--- config.mk ---
export PLATFORM = sky130hd
export DESIGN_NAME = irda_hdlc_bit_stuffer_p
export DESIGN_NICKNAME = d
export VERILOG_FILES = /design/src/rtl/irda_hdlc_bit_stuffer_p.sv
export SDC_FILE = /design/constraint.sdc
export NUM_CORES = 1
export LEC_CHECK = 0
export CAP_MARGIN = 20
export CORE_MARGIN = 1
export CORE_UTILIZATION = 49
export CTS_CLUSTER_DIAMETER = 80
export DETAILED_ROUTE_END_ITERATION = 8
export GPL_ROUTABILITY_DRIVEN = 0
export MAX_ROUTING_LAYER = met4
export PLACE_DENSITY = 0.76
export SETUP_SLACK_MARGIN = 0.05
export SLEW_MARGIN = 20
export SYNTH_ARGS = -nofsm -noshare
export SYNTH_HDL_FRONTEND = slang
export SYNTH_SLANG_ARGS = --single-unit
export TNS_END_PERCENT = 5
--- constraint.sdc ---
create_clock -name clk -period 2.06 [get_ports clk]
set_input_delay 0.618 -clock clk [delete_from_list [all_inputs] [get_ports clk]]
set_output_delay 0.618 -clock clk [all_outputs]
set_load 0.01 [all_outputs]
--- src/rtl/irda_hdlc_bit_stuffer_p.sv ---
// HDLC/IrDA transmit bit stuffer: serializes words LSB first, inserts a 0 after
// RUN_LEN consecutive 1s, and sends unstuffed 0x7E flags on request.
module irda_hdlc_bit_stuffer_p #(
    parameter int RUN_LEN = 5,
    parameter int DATA_W  = 8
) (
    input  logic              clk,
    input  logic              wb_rst_i,
    input  logic              bit_en,
    input  logic              restart,
    input  logic [DATA_W-1:0] data_i,
    input  logic              data_valid_i,
    output logic              data_ready_o,
    input  logic              flag_i,
    output logic              tx_bit_o,
    output logic              tx_valid_o,
    output logic              stuffed_o,
    output logic              underrun_o
);

    localparam int OW = $clog2(RUN_LEN + 1);
    localparam int BW = $clog2(DATA_W);
    localparam logic [7:0] FLAG_BYTE = 8'h7E;

    typedef enum logic [1:0] {
        S_IDLE  = 2'd0,
        S_DATA  = 2'd1,
        S_STUFF = 2'd2,
        S_FLAG  = 2'd3
    } state_e;

    state_e            state_q, state_d, sel_s;
    logic [DATA_W-1:0] shift_q, shift_d, src_s;
    logic [DATA_W-1:0] hold_q, hold_d;
    logic [BW-1:0]     bit_cnt_q, bit_cnt_d, bcnt_s;
    logic [OW-1:0]     ones_cnt_q, ones_cnt_d, ones_s;
    logic [2:0]        flag_cnt_q, flag_cnt_d, fcnt_s;
    logic              hold_full_q, hold_full_d;
    logic              flag_pend_q, flag_pend_d;
    logic              frame_open_q, frame_open_d;
    logic              tx_bit_q, tx_bit_d;
    logic              tx_valid_q, tx_valid_d;
    logic              stuffed_q, stuffed_d;
    logic              underrun_q, underrun_d;
    logic              data_ready_q, data_ready_d;

    // Next-state logic: word acceptance every clk, bit slot processing on bit_en.
    always_comb begin
        state_d      = state_q;
        shift_d      = shift_q;
        bit_cnt_d    = bit_cnt_q;
        ones_cnt_d   = ones_cnt_q;
        flag_cnt_d   = flag_cnt_q;
        hold_d       = hold_q;
        hold_full_d  = hold_full_q;
        flag_pend_d  = flag_pend_q;
        frame_open_d = frame_open_q;
        tx_bit_d     = tx_bit_q;
        tx_valid_d   = tx_valid_q;
        stuffed_d    = stuffed_q;
        underrun_d   = 1'b0;
        data_ready_d = data_ready_q;
        sel_s        = state_q;
        src_s        = shift_q;
        bcnt_s       = bit_cnt_q;
        fcnt_s       = flag_cnt_q;
        ones_s       = {OW{1'b0}};
        if (restart) begin
            state_d      = S_IDLE;
            shift_d      = {DATA_W{1'b0}};
            bit_cnt_d    = {BW{1'b0}};
            ones_cnt_d   = {OW{1'b0}};
            flag_cnt_d   = 3'd0;
            hold_d       = {DATA_W{1'b0}};
            hold_full_d  = 1'b0;
            flag_pend_d  = 1'b0;
            frame_open_d = 1'b0;
            tx_bit_d     = 1'b1;
            tx_valid_d   = 1'b0;
            stuffed_d    = 1'b0;
            underrun_d   = 1'b0;
            data_ready_d = 1'b1;
        end else begin
            if (data_valid_i && data_ready_q) begin
                hold_d      = data_i;
                hold_full_d = 1'b1;
            end else begin
                hold_full_d = hold_full_q;
            end
            flag_pend_d = flag_pend_q | flag_i;
            if (bit_en) begin
                // S_IDLE doubles as the word boundary: pick what this slot carries.
                if (state_q == S_IDLE) begin
                    if (flag_pend_q) begin
                        sel_s        = S_FLAG;
                        fcnt_s       = 3'd0;
                        flag_pend_d  = flag_i;
                        frame_open_d = 1'b0;
                    end else if (hold_full_q) begin
                        sel_s        = S_DATA;
                        src_s        = hold_q;
                        bcnt_s       = {BW{1'b0}};
                        hold_full_d  = 1'b0;
                        frame_open_d = 1'b1;
                    end else begin
                        sel_s        = S_IDLE;
                        underrun_d   = frame_open_q;
                        frame_open_d = 1'b0;
                    end
                end else begin
                    sel_s = state_q;
                end
                case (sel_s)
                    S_DATA: begin
                        tx_bit_d   = src_s[0];
                        tx_valid_d = 1'b1;
                        stuffed_d  = 1'b0;
                        shift_d    = {1'b0, src_s[DATA_W-1:1]};
                        ones_s     = src_s[0] ? (ones_cnt_q + OW'(1)) : {OW{1'b0}};
                        ones_cnt_d = ones_s;
                        bit_cnt_d  = (bcnt_s == BW'(DATA_W - 1)) ? {BW{1'b0}} : (bcnt_s + BW'(1));
                        state_d    = (ones_s == OW'(RUN_LEN)) ? S_STUFF :
                                     (bcnt_s == BW'(DATA_W - 1)) ? S_IDLE : S_DATA;
                    end
                    S_STUFF: begin
                        tx_bit_d   = 1'b0;
                        tx_valid_d = 1'b1;
                        stuffed_d  = 1'b1;
                        ones_cnt_d = {OW{1'b0}};
                        state_d    = (bit_cnt_q != {BW{1'b0}}) ? S_DATA : S_IDLE;
                    end
                    S_FLAG: begin
                        tx_bit_d   = FLAG_BYTE[fcnt_s];
                        tx_valid_d = 1'b1;
                        stuffed_d  = 1'b0;
                        ones_cnt_d = {OW{1'b0}};
                        flag_cnt_d = fcnt_s + 3'd1;
                        state_d    = (fcnt_s == 3'd7) ? S_IDLE : S_FLAG;
                    end
                    default: begin
                        tx_bit_d   = 1'b1;
                        tx_valid_d = 1'b0;
                        stuffed_d  = 1'b0;
                        ones_cnt_d = {OW{1'b0}};
                        state_d    = S_IDLE;
                    end
                endcase
            end else begin
                underrun_d = 1'b0;
            end
            data_ready_d = ~hold_full_d;
        end
    end

    // State and output registers with asynchronous reset.
    always_ff @(posedge clk or posedge wb_rst_i) begin
        if (wb_rst_i) begin
            state_q      <= S_IDLE;
            shift_q      <= {DATA_W{1'b0}};
            bit_cnt_q    <= {BW{1'b0}};
            ones_cnt_q   <= {OW{1'b0}};
            flag_cnt_q   <= 3'd0;
            hold_q       <= {DATA_W{1'b0}};
            hold_full_q  <= 1'b0;
            flag_pend_q  <= 1'b0;
            frame_open_q <= 1'b0;
            tx_bit_q     <= 1'b1;
            tx_valid_q   <= 1'b0;
            stuffed_q    <= 1'b0;
            underrun_q   <= 1'b0;
            data_ready_q <= 1'b1;
        end else begin
            state_q      <= state_d;
            shift_q      <= shift_d;
            bit_cnt_q    <= bit_cnt_d;
            ones_cnt_q   <= ones_cnt_d;
            flag_cnt_q   <= flag_cnt_d;
            hold_q       <= hold_d;
            hold_full_q  <= hold_full_d;
            flag_pend_q  <= flag_pend_d;
            frame_open_q <= frame_open_d;
            tx_bit_q     <= tx_bit_d;
            tx_valid_q   <= tx_valid_d;
            stuffed_q    <= stuffed_d;
            underrun_q   <= underrun_d;
            data_ready_q <= data_ready_d;
        end
    end

    assign data_ready_o = data_ready_q;
    assign tx_bit_o     = tx_bit_q;
    assign tx_valid_o   = tx_valid_q;
    assign stuffed_o    = stuffed_q;
    assign underrun_o   = underrun_q;

endmodule

## After elaboration in Yosys (flattened, before gate mapping)

Memories as Yosys holds them, arrays and structs flattened.
Cells that the tools add are included.

| word-level totals | value |
|---|---|
| input port bits | 14 |
| ROM bits | 8 |
| register bits | 35 |
| logic and storage cells | 113 |
| output and inout port bits | 5 |
| memories | 1 |

| operators by class | value |
|---|---|
| multiplexer cells | 74 |
| order comparisons | 1 |
| reduce and logical (&&, ||, !) cells | 12 |
| bitwise logic cells | 2 |
| add/subtract/negate cells | 3 |
| equality and inequality tests | 6 |

Memories:

| memory | depth | width | read ports | clocked after memory_dff | write ports | RTL line | text |
|---|---|---|---|---|---|---|---|
| (name not given) | 8 | 1 | 1 | 0 | 0 | 133 | `tx_bit_d = FLAG_BYTE[fcnt_s];` |

Operators by type and width:

| cell | count |
|---|---|
| $mux 8 | 10 |
| $mux 3 | 20 |
| $mux 1 | 34 |
| $mux 2 | 8 |
| $reduce_bool 2->1 | 5 |
| $add 3x1->3 const B | 3 |
| $eq 3x3->1 const B | 3 |
| $pmux 2 s3 | 1 |
| $reduce_and 2->1 | 3 |
| $eq 2x2->1 const B | 2 |
| $lt 3x4->1 const B | 1 |
| $pmux 1 s3 | 1 |
| $reduce_bool 3->1 | 1 |
| $reduce_or 3->1 | 1 |
| $eq 2x1->1 const B | 1 |
| $logic_not 2->1 | 1 |
| $logic_and 1x1->1 | 1 |
| $not 1->1 | 1 |
| $or 1x1->1 | 1 |

## Depth between registers and ports, before layout

| depth | value |
|---|---|
| word-level depth | 11 |
| mapped depth | 10 |
| depth with buffers taken out | 9 |

## Worst setup path before layout

No wires, ideal clock.

| timing path | value |
|---|---|
| path type | reg-to-reg |
| start | reg state_q[1] |
| end | reg state_q[0] |
| stages on the path, launching flop included | 11 |
| data required time | 1995 ps |
| period minus slack after synthesis | 2145 ps |
| arrival | 2081 ps |
| path slack | -85 ps |
| setup time | 65 ps |
| buffers on the path | 1 |
| path through | dfrtp_1 > buf_2 > or3b_2 > nand2_1 > inv_1 > ha_1 > ha_1 > nand2b_1 > o21ai_0 > a32o_1 > a21o_1 |

| between the ends | value |
|---|---|
| longest elaborated chain between the ends | 10 |
| elaborated cells between the ends (all ways) | 26 |
| those cells by class | 6 x eq/ne; 19 x mux; 1 x reduce/logical |

RTL lines:

| element | RTL line | text |
|---|---|---|
| from (decl) | 32 | `state_e state_q, state_d, sel_s;` |
| from (signal assigned) | 173 | `state_q <= state_d;` |
| $logic_not 2->1 | 93 | `if (state_q == S_IDLE) begin` |
| $mux 3 or $mux 8 (tied branches) | 93 |  |
| $mux 3 or $mux 8 (tied branches) | 91 | `if (bit_en) begin` |
| $mux 3 or $mux 8 (tied branches) | 68 | `if (restart) begin` |
| $eq 3x3->1 or $mux 3 (tied branches) | 123, 119 |  |
| $mux 1 or $eq 3x3->1 (tied branches) | 123, 122 |  |
| $mux 2 | 122 | `state_d = (ones_s == OW'(RUN_LEN)) ? S_STUFF :` |
| $pmux 2 s3 (*) | 113 | `case (sel_s)` |
| $mux 2 (*) | 91 |  |
| $mux 2 (*) | 68 |  |

Every way passes the cells marked *; elsewhere a longest branch is shown, timed or not. The select of a mux whose other input is x is not followed.
A chain may end at the register's enable or synchronous reset.

## Worst setup path in the final report

| timing path | value |
|---|---|
| start | reg flag_pend_q |
| end | reg bit_cnt_q[0] |

| between the ends | value |
|---|---|
| longest elaborated chain between the ends | 9 |
| elaborated cells between the ends (all ways) | 17 |
| those cells by class | 1 x add/sub; 2 x eq/ne; 12 x mux; 2 x reduce/logical |

RTL lines:

| element | RTL line | text |
|---|---|---|
| from (decl) | 39 | `logic flag_pend_q, flag_pend_d;` |
| from (signal assigned) | 180 | `flag_pend_q <= flag_pend_d;` |
| $mux 3 | 94 | `if (flag_pend_q) begin` |
| $mux 3 | 93 |  |
| $mux 3 | 91 |  |
| $mux 3 | 68 |  |
| $add 3x1->3 or $eq 3x3->1 (tied branches) | 121 | `bit_cnt_d = (bcnt_s == BW'(DATA_W - 1)) ? {BW{1'b0}} : (bcnt_s + BW'(1));` |
| $mux 3 | 121 |  |
| $mux 3 | 113 |  |
| $mux 3 | 91 |  |
| $mux 3 | 68 |  |
| to (signal assigned) | 160 | `bit_cnt_q <= {BW{1'b0}};` |
| to (signal assigned) | 175 | `bit_cnt_q <= bit_cnt_d;` |
| to (decl) | 35 | `logic [BW-1:0] bit_cnt_q, bit_cnt_d, bcnt_s;` |

Parallel ways exist; a longest one is shown, timed or not. The select of a mux whose other input is x is not followed.

==> results.tsv <==
stage	metric	value	unit
run_status	outcome	finished, final reports clean	
cts	CTS Buf Count	5	
cts	clock tree from TritonCTS	yes	
hold_path	startpoint of the tightest hold check path	tx_valid_o$_DFFE_PP0P_	
cts	TritonCTS Sinks	34	
die	row count	21	
setup_path	Critical Path Start Type	register	
setup_path	count of cells along the worst register-to-register path	7	
sta	number of hold violations in the final report	0	
synth	flip-flop and latch count after synthesis	34	
finish	layout cell share with drive strength beyond 1	0.162	
power	areal power density over the cells	679	nW/um2
cts	clock-pin slew on the worst setup and hold paths	0.10	ns
power	combinational group share of total power	0.188	
cts	number of buffers between clock root and the deepest sink	2	
hold_path	Worst Hold Endpoint	tx_valid_o$_DFFE_PP0P_	
grt	total congestion overflow after global routing	0	
sta	Clock Skew	0.00352	ns
finish	fillcell total	260	
grt	global-route wire length before repair	6250	um
routing	vias per inst	5.39	
grt	antenna violations before repair	0	
setup_path	maximum fanout along the worst path	4	
routing	post-detailed-route wirelength per cell	14.2	um
grt	pin count of the biggest net entering global routing	35	
finish	area used by multi-input combinational logic	843	um2
synth	yosys synthesis warning count	0	
die	die area	3820	um2
die	Die W	61.8	um
routing	violation count after the first detailed-routing iteration	66	
die	core region area	3390	um2
synth	share of synthesized area occupied by flip-flops and latches	0.487	
cts	cts-stage hold buffer count	0	
setup_path	path type of the worst setup path	register to register	
routing	via count	1413	
setup_path	endpoint type of the worst setup path	register	
setup_path	minimum setup slack among reg-to-reg paths	0.07	ns
routing	number of nets with antenna violations after detailed routing	0	
placed_design	placed inst area	2080	um2
sta	Slew HR	0.606	
die	number of I/O pins	19	
die	initial core utilization	0.517	
cts	number of H-tree levels	2	
power	Pwr Total	1.49	mW
power	share of power burned in registers	0.492	
flow_run	max-cap violations	0	
sta	fraction of the cycle the final worst path needs	0.966	
finish	most frequent cells in the layout	sky130_fd_sc_hd__dfrtp_1, sky130_fd_sc_hd__nand2_1, sky130_fd_sc_hd__a21oi_1, sky130_fd_sc_hd__clkdlybuf4s50_1, sky130_fd_sc_hd__buf_4	
sta	maximum achievable frequency	0.502	GHz
sta	max-slew violation count	0	
cts	Clk Latency, worst-skew pair	0.34	ns
sta	final setup fails	0	
finish	register area	853	um2
sta	slew at the pin closest to its max-slew limit	0.586	ns
setup_path	required time worst endpoint	2.33	ns
power	leakage dissipation	1.00	nW
hold_path	Hold Path Cell Cnt	1	
placed_design	count of buffers from port buffering	18	
finish	total inserted antenna cells	0	
finish	most common cell after layout, fill and taps aside	sky130_fd_sc_hd__dfrtp_1	
sta	unrepaired setup endpoints after global routing	yes	
setup_path	capture instance of the worst register-to-register path	bit_cnt_q[0]$_DFFE_PP0P_	
hold_path	worst hold path class	register to register	
setup_path	crit path DAT	2.26	ns
cts	CTS Root Cell	sky130_fd_sc_hd__clkbuf_4	
synth	mapped cell area	1750	um2
grt	global-route total usage across every layer	0.241	
power	sw power	0.390	mW
finish	area delta synth->final	25.4	%
sta	final critical path time including I/O delays and setup	1.99	ns
die	die span in y	61.8	um
synth	Synth Area per Inst	9.68	um2
setup_path	launching point of the worst reg2reg path	flag_pend_q$_DFF_PP0_	
routing	DR pass1 iterations	4	
routing	wire length after detailed routing	3720	um
power	internal power contribution	1.10	mW
grt	number of global-route vias before repair	1400	
power	clock power share	0.320	
finish	Layout Cell Area excl Fill	2200	um2
synth	post-synthesis cell type count	38	
synth	Syn Inst Count	181	
placed_design	final HPWL from detailed placement	2700	um
finish	Total Nets Final	235	
power	Worst IR Drop VDD	0.451	mV
power	proportion of total power due to net switching	0.261	
routing	DRC Markers	0	
synth	syn nets	201	
## final cells by class
cell class              instances  area share
multi-input cells             132       0.384
flip-flops and latches         34       0.388
inverters                       6      0.0103
clock buffers                   7      0.0205
well taps                      46      0.0262
clock inverters                 1      0.0137
repair buffers                 36       0.157
## worst max-delay path, stage by stage (launching register included)
cell and delay (ns):
sky130_fd_sc_hd__dfrtp_1 0.40, sky130_fd_sc_hd__buf_4 0.14, sky130_fd_sc_hd__nor4b_4 0.37, sky130_fd_sc_hd__nor2b_1 0.13, sky130_fd_sc_hd__ha_2 0.19, sky130_fd_sc_hd__ha_1 0.19
sky130_fd_sc_hd__or3_1 0.37, sky130_fd_sc_hd__a21oi_1 0.13
## kinds of logic (layout without fill, tap and decap cells)
kind of cell | after synthesis | in the layout | share of synthesized area
AND/OR/NAND/NOR | 69 | 69 | 0.198
AO/OA/AOI/OAI | 45 | 45 | 0.164
flip-flops | 34 | 34 | 0.487
buffers and inverters | 15 | 50 | 0.0386
multiplexers | 12 | 12 | 0.0700
adder cells (fa/ha/maj) | 6 | 6 | 0.0429
## power by group through the flow
stage	logic, mW	clock network [mW]	registers (mW)
finish	0.281	0.478	0.734
global route	0.311	0.526	0.739
CTS	0.270	0.491	0.736
detailed placement	0.269	0	0.749
global placement	0.261	0	0.745
floorplan	0.164	0	0.746
## metrics by stage
stage	utilization	instances	worst slack (ns)	hold slack [ns]	setup TNS, ns
after floorplan	-	181	0.0535	0.461	0
after global placement	0.614	250	0.0824	0.459	0
after detailed placement	0.614	250	0.0424	0.478	0
after CTS	0.635	258	0.00551	0.502	0
after global routing	0.648	262	-0.0233	0.543	-0.0233
final	0.648	262	0.0698	0.499	0
## worst max-delay path by stage
stage,from,to,cells after the start
after CTS,state_q[0]$_DFFE_PP0P_,state_q[0]$_DFFE_PP0P_,9
after global routing,flag_pend_q$_DFF_PP0_,bit_cnt_q[0]$_DFFE_PP0P_,7
final,flag_pend_q$_DFF_PP0_,bit_cnt_q[0]$_DFFE_PP0P_,7
after global placement,bit_en,tx_bit_o$_DFFE_PP1P_,5
after floorplan,state_q[1]$_DFFE_PP0P_,state_q[0]$_DFFE_PP0P_,10
after detailed placement,state_q[0]$_DFFE_PP0P_,state_q[0]$_DFFE_PP0P_,9
## flip-flops by register name, summed over array words and instances, names as in the netlist
register,flops
hold_q,8
shift_q,7
bit_cnt_q,3
flag_cnt_q,3
ones_cnt_q,3
state_q,2
data_ready_o,1
flag_pend_q,1
frame_open_q,1
hold_full_q,1
stuffed_o,1
tx_bit_o,1
tx_valid_o,1
underrun_o,1
## synthesized netlist by cell type
master | n | share of area
sky130_fd_sc_hd__nand3_1 | 4 | 0.011
sky130_fd_sc_hd__a31oi_1 | 1 | 0.0036
sky130_fd_sc_hd__nor2_1 | 14 | 0.030
sky130_fd_sc_hd__o21a_1 | 1 | 0.0043
sky130_fd_sc_hd__nor2b_1 | 5 | 0.018
sky130_fd_sc_hd__mux2_2 | 1 | 0.0064
sky130_fd_sc_hd__nor4b_4 | 1 | 0.014
sky130_fd_sc_hd__mux2_1 | 1 | 0.0064
sky130_fd_sc_hd__a21o_1 | 3 | 0.013
sky130_fd_sc_hd__inv_1 | 6 | 0.013
sky130_fd_sc_hd__a22o_1 | 1 | 0.0050
sky130_fd_sc_hd__or3b_2 | 1 | 0.0050
sky130_fd_sc_hd__o21ai_0 | 8 | 0.023
sky130_fd_sc_hd__ha_1 | 6 | 0.043
sky130_fd_sc_hd__a2bb2oi_1 | 1 | 0.0050
sky130_fd_sc_hd__clkbuf_1 | 3 | 0.0064
sky130_fd_sc_hd__o31ai_1 | 1 | 0.0043
sky130_fd_sc_hd__o32a_1 | 1 | 0.0057
sky130_fd_sc_hd__dfrtp_1 | 32 | 0.46
sky130_fd_sc_hd__a2111oi_2 | 1 | 0.0086
sky130_fd_sc_hd__a21oi_1 | 17 | 0.049
sky130_fd_sc_hd__and2_1 | 4 | 0.014
sky130_fd_sc_hd__a211oi_1 | 8 | 0.034
sky130_fd_sc_hd__nand3b_1 | 1 | 0.0043
sky130_fd_sc_hd__o21ai_1 | 1 | 0.0029
sky130_fd_sc_hd__nor4_1 | 2 | 0.0071
sky130_fd_sc_hd__nor3b_1 | 2 | 0.0086
sky130_fd_sc_hd__nand2b_1 | 5 | 0.018
sky130_fd_sc_hd__a32o_1 | 1 | 0.0057
sky130_fd_sc_hd__nor3_1 | 1 | 0.0029
sky130_fd_sc_hd__buf_6 | 1 | 0.0064
sky130_fd_sc_hd__dfstp_2 | 2 | 0.030
sky130_fd_sc_hd__buf_2 | 3 | 0.0086
sky130_fd_sc_hd__buf_1 | 2 | 0.0043
sky130_fd_sc_hd__mux2i_1 | 10 | 0.057
sky130_fd_sc_hd__or2_2 | 1 | 0.0036
sky130_fd_sc_hd__or3_1 | 1 | 0.0036
sky130_fd_sc_hd__nand2_1 | 27 | 0.058
## layer usage
layer | wire length (um) | vias to the layer above | track usage
met5 | 0 | - | -
met4 | 60 | 0 | 0.0921
met3 | 185 | 7 | 0.0642
met2 | 1780 | 38 | 0.375
met1 | 1690 | 670 | 0.300
li1 | - | 698 | -
## what timing repair did
item / CTS / global route
resized for setup: 1 / 5
setup buffers: 0 / 4
endpoints found under the setup margin: 3 / 3
hold endpoints to repair: 0 / 0
pin swaps: 0 / 3
Note: power is estimated with default switching activity, not from simulation.
